$ cat src/rtl/regfile_wb_arbiter.sv
// Arbitrates the ALU and load-unit writebacks onto the single register-file write port and keeps a busy scoreboard.
// Optional RF_WB_BYPASS_EN: rsK_busy is masked for a register being written in the current cycle.
module regfile_wb_arbiter #(
  parameter int unsigned XLEN = 32,
  parameter int unsigned AW   = 5
) (
  input  logic            clk,
  input  logic            rst,
  input  logic            req0,
  input  logic [AW-1:0]   rd0,
  input  logic [XLEN-1:0] data0,
  output logic            gnt0,
  input  logic            req1,
  input  logic [AW-1:0]   rd1,
  input  logic [XLEN-1:0] data1,
  output logic            gnt1,
  output logic            wr_en,
  output logic [AW-1:0]   wr_addr,
  output logic [XLEN-1:0] wr_data,
  input  logic            resv_valid,
  input  logic [AW-1:0]   resv_rd,
  output logic            resv_ready,
  input  logic [AW-1:0]   rs1_addr,
  input  logic [AW-1:0]   rs2_addr,
  output logic            rs1_busy,
  output logic            rs2_busy,
  output logic            idle
);

  localparam int unsigned NREG = 2 ** AW;

  logic [NREG-1:0] busy;
  logic [NREG-1:0] busy_nxt;
  logic            last_gnt;
  logic            resv_accept;

  // last_gnt = 1 means requester 1 won last, so requester 0 wins the next conflict
  always_comb begin
    gnt0 = 1'b0;
    gnt1 = 1'b0;
    if (rst) begin
      gnt0 = req0 & (~req1 | last_gnt);
      gnt1 = req1 & (~req0 | ~last_gnt);
    end
  end

  assign resv_ready  = (resv_rd == '0) | ~busy[resv_rd];
  assign resv_accept = resv_valid & resv_ready & (resv_rd != '0);

  // Clear is applied before set so a same-edge set of the same index wins
  always_comb begin
    busy_nxt = busy;
    if (wr_en)
      busy_nxt[wr_addr] = 1'b0;
    if (resv_accept)
      busy_nxt[resv_rd] = 1'b1;
    busy_nxt[0] = 1'b0;
  end

  always_ff @(posedge clk) begin
    if (!rst) begin
      busy     <= '0;
      wr_en    <= 1'b0;
      wr_addr  <= '0;
      wr_data  <= '0;
      last_gnt <= 1'b1;
    end else begin
      busy  <= busy_nxt;
      wr_en <= 1'b0;
      if (gnt0) begin
        last_gnt <= 1'b0;
        if (rd0 != '0) begin
          wr_en   <= 1'b1;
          wr_addr <= rd0;
          wr_data <= data0;
        end
      end else if (gnt1) begin
        last_gnt <= 1'b1;
        if (rd1 != '0) begin
          wr_en   <= 1'b1;
          wr_addr <= rd1;
          wr_data <= data1;
        end
      end
    end
  end

  always_comb begin
    rs1_busy = (rs1_addr != '0) & busy[rs1_addr];
    rs2_busy = (rs2_addr != '0) & busy[rs2_addr];
`ifdef RF_WB_BYPASS_EN
    if (wr_en && (wr_addr == rs1_addr))
      rs1_busy = 1'b0;
    if (wr_en && (wr_addr == rs2_addr))
      rs2_busy = 1'b0;
`endif
  end

  assign idle = (busy == '0) & ~wr_en;

endmodule

$ cat config.mk
export PLATFORM = sky130hd
export DESIGN_NAME = regfile_wb_arbiter
export DESIGN_NICKNAME = d
export VERILOG_FILES = /design/src/rtl/regfile_wb_arbiter.sv
export SDC_FILE = /design/constraint.sdc
export NUM_CORES = 1
export LEC_CHECK = 0
export CAP_MARGIN = 20
export CORE_UTILIZATION = 30
export DETAILED_ROUTE_END_ITERATION = 6
export PLACE_DENSITY = 0.65
export SLEW_MARGIN = 20
export SYNTH_ARGS = -nofsm -noshare
export SYNTH_HDL_FRONTEND = slang
export SYNTH_SLANG_ARGS = --single-unit
$ cat constraint.sdc
create_clock -name clk -period 2.65 [get_ports clk]
set_input_delay 0.795 -clock clk [delete_from_list [all_inputs] [get_ports clk]]
set_output_delay 0.795 -clock clk [all_outputs]
set_load 0.02 [all_outputs]
==> impl_metrics.env <==
export IMPL_outcome="finished with violations"
export IMPL_violations="setup timing"
export IMPL_grt_pass1_vias=4900
export IMPL_cp_end_kind="output port"
export IMPL_start_util=0.309
export IMPL_rsz0062_at_grt="true"
export IMPL_antenna_cells=0
export IMPL_dr_total_vias=4849
export IMPL_grt_busiest_layer="met2"
export IMPL_cpPeakStageDelay_ns=0.53
export IMPL_postRouteAntennaNets=0
export IMPL_slew_viol_final=0
export IMPL_pwr_density_cell_nw_per_um2=456
export IMPL_die_y_um=122
export IMPL_cts_tree="yes"
export IMPL_dpl_hpwl_mm=11.7
export IMPL_fmax_mhz=345
export IMPL_clk_latency_ns=0.33
export IMPL_peakVddDrop_mv=0.278
export IMPL_numPortBuffers=137
export IMPL_cts_buffers_inserted=9
export IMPL_die_area_um2=14800
export IMPL_routabilityCongestion=0.915
export IMPL_worstPathCellList="buf_8, buf_6, mux2i_1, mux4_2, nor3b_4, nor4_4, buf_4"
export IMPL_htreeDepth=3
export IMPL_worst_slew_pin_slew_ns=0.759
export IMPL_hp_class="flop to flop"
export IMPL_p_switching_mw=0.866
export IMPL_synth_seq_cells=70
export IMPL_setup_violations=3
export IMPL_netSwitchingFraction=0.282
export IMPL_cts_root_buf="clkbuf_16"
export IMPL_synthDistinctLibCells=47
export IMPL_period_minus_slack_ns=2.90
export IMPL_synth_edff_count=0
export IMPL_overflow=0
export IMPL_arrival_ns=2.10
export IMPL_maxCapViolCount=0
export IMPL_pwr_share_seq=0.383
export IMPL_finalCritPeriodShare=1.09
export IMPL_critical_path_slowest_cell="mux4_2"
export IMPL_antenna_found_initial=0
export IMPL_regArea_um2=1400
export IMPL_finalHoldViolations=0
export IMPL_die_w_um=122
export IMPL_dp_cells=818
export IMPL_clockBufferDepth=2
export IMPL_use_met3=0.0625
export IMPL_fillers=1332
export IMPL_syn_inst=480
export IMPL_rows=43
export IMPL_internal_power_mw=2.20
export IMPL_leakagePower_nw=2.52
export IMPL_vias_per_cell=5.78
export IMPL_crit_path_max_fanout=3
export IMPL_multi_input_comb_area_um2=2790
export IMPL_met2_usage=0.374
export IMPL_combPwrFrac=0.262
export IMPL_placeableCoreArea_um2=13900
export IMPL_syn_area_um2=4280
export IMPL_drt_iter0_markers=389
export IMPL_cp_required_ns=1.86
export IMPL_slew_headroom=0.493
export IMPL_grt_pass1_wl_mm=25.8
export IMPL_synth_top_area_share=0.327
export IMPL_clock_power_share=0.355
export IMPL_wire_per_inst_um=19.5
export IMPL_finalPower_mw=3.07
export IMPL_holdBufCountCts=0
export IMPL_cp_start_kind="primary input"
export IMPL_crit_type="primary input to output port"
export IMPL_synth_top_area_cell="dfxtp_1"
export IMPL_yosys_warnings=0
export IMPL_grt_max_degree=76
export IMPL_syn2layout_area_growth_pct=57.2
export IMPL_clk_pin_slew_worst_paths_ns=0.05
export IMPL_syn_avg_cell_area_um2=8.93
export IMPL_async_flop_share=0
export IMPL_whs_ns=0.543
export IMPL_ioPinCount=138
export IMPL_drt_total_wl_mm=16.4
export IMPL_use_met1=0.276
export IMPL_synthTopCellsByArea="dfxtp_1 33%, nand2_1 9.6%, mux4_2 8.9%, a221oi_1 8.0%, a311oi_1 7.6%"
export IMPL_ys_flop_type="dfxtp_1"
export IMPL_final_common_cell="clkdlybuf4s50_1"
export IMPL_grtUsageTotal=0.227
export IMPL_dpl_cell_area_um2=6280
export IMPL_nets=751
export IMPL_drive_above_1_share=0.255
export IMPL_drc=0
export IMPL_syn_num_nets=574
export IMPL_firstDrtPassIters=5
export IMPL_postLayoutCellArea_um2=6730
export IMPL_skew_ns=0.00681
export IMPL_cts_sinks=70
export IMPL_stdcell_count=839
export IMPL_synth_seq_area_share=0.327
export IMPL_final_cell_mix="117 x clkdlybuf4s50_1, 108 x nand2_1, 74 x buf_4"
export IMPL_setup_slack_ns=-0.245
[flip-flops by register name, summed over array words and instances (netlist names)]
name	cells
last_gnt	1
wr_en	1
busy	31
wr_addr	5
wr_data	32
[per-stage QoR]
stage	util	TNS [ns]	setup WS, ns
after floorplan	-	-0.166	-0.166
after global placement	0.452	-18.38	-1.29
after detailed placement	0.452	-19.71	-1.35
after CTS	0.481	-0.648	-0.254
after global routing	0.485	-0.694	-0.301
final	0.485	-0.570	-0.245
[what timing repair did]
item | in CTS | in global routing
setup buffers | 7 | 2
endpoints found under the hold margin | 0 | 0
endpoints found under the setup margin | 35 | 4
pin swaps | 14 | 8
resized for setup | 103 | 18
[worst max-delay path: cells and delay by family]
kind | cells | cell delay (ns)
AND/OR/NAND/NOR | 2 | 0.30
multiplexers | 2 | 0.64
buffers and inverters | 3 | 0.38
[cell type report]
type / instances / area share
clock buffers: 11 / 0.0375
clock inverters: 2 / 0.00149
inverters: 5 / 0.00279
multi-input cells: 353 / 0.414
flip-flops and latches: 70 / 0.208
well taps: 180 / 0.0335
repair buffers: 218 / 0.302
[cells in the mapped netlist, drive strengths merged (6+ instances only)]
library cell  instances
a221oi               39
a311oi               37
a32o                 16
buf                  26
clkbuf               26
dfxtp                70
mux2                  6
mux2i                12
mux4                 17
nand2               110
nand3                 6
nor2                 10
nor4                 12
o211ai               14
o21ai                12
or2                   7
[cell families after synthesis]
family,after synthesis,synth area share
compound gates,141,0.277
buf+inv,57,0.0590
flops,70,0.327
mux,35,0.133
simple gates,177,0.204
[final timing paths]
kind / startpoint / to / slack, ns / depth (start not counted)
setup / recovery: resv_rd[4] / resv_ready / -0.25 / 7
hold / removal: last_gnt / last_gnt / 0.54 / 2
setup reg to reg: last_gnt / wr_data[10] / 0.79 / 7
hold reg to reg: last_gnt / last_gnt / 0.54 / 2
[power by group through the flow]
stage / logic, mW / registers (mW) / clock network (mW)
after floorplan: 0.337 / 1.24 / 0
after global placement: 0.771 / 1.19 / 0
after detailed placement: 0.781 / 1.19 / 0
after CTS: 0.799 / 1.17 / 1.12
after global routing: 0.862 / 1.18 / 1.16
final: 0.805 / 1.17 / 1.09
[routing by layer]
layer  part of all wire  vias up
li1                   -     2251
met4              0.025        0
met1               0.41     2336
met5                  0        -
met3              0.084       36
met2               0.48      226
Note: power is estimated with default switching activity, not from simulation.
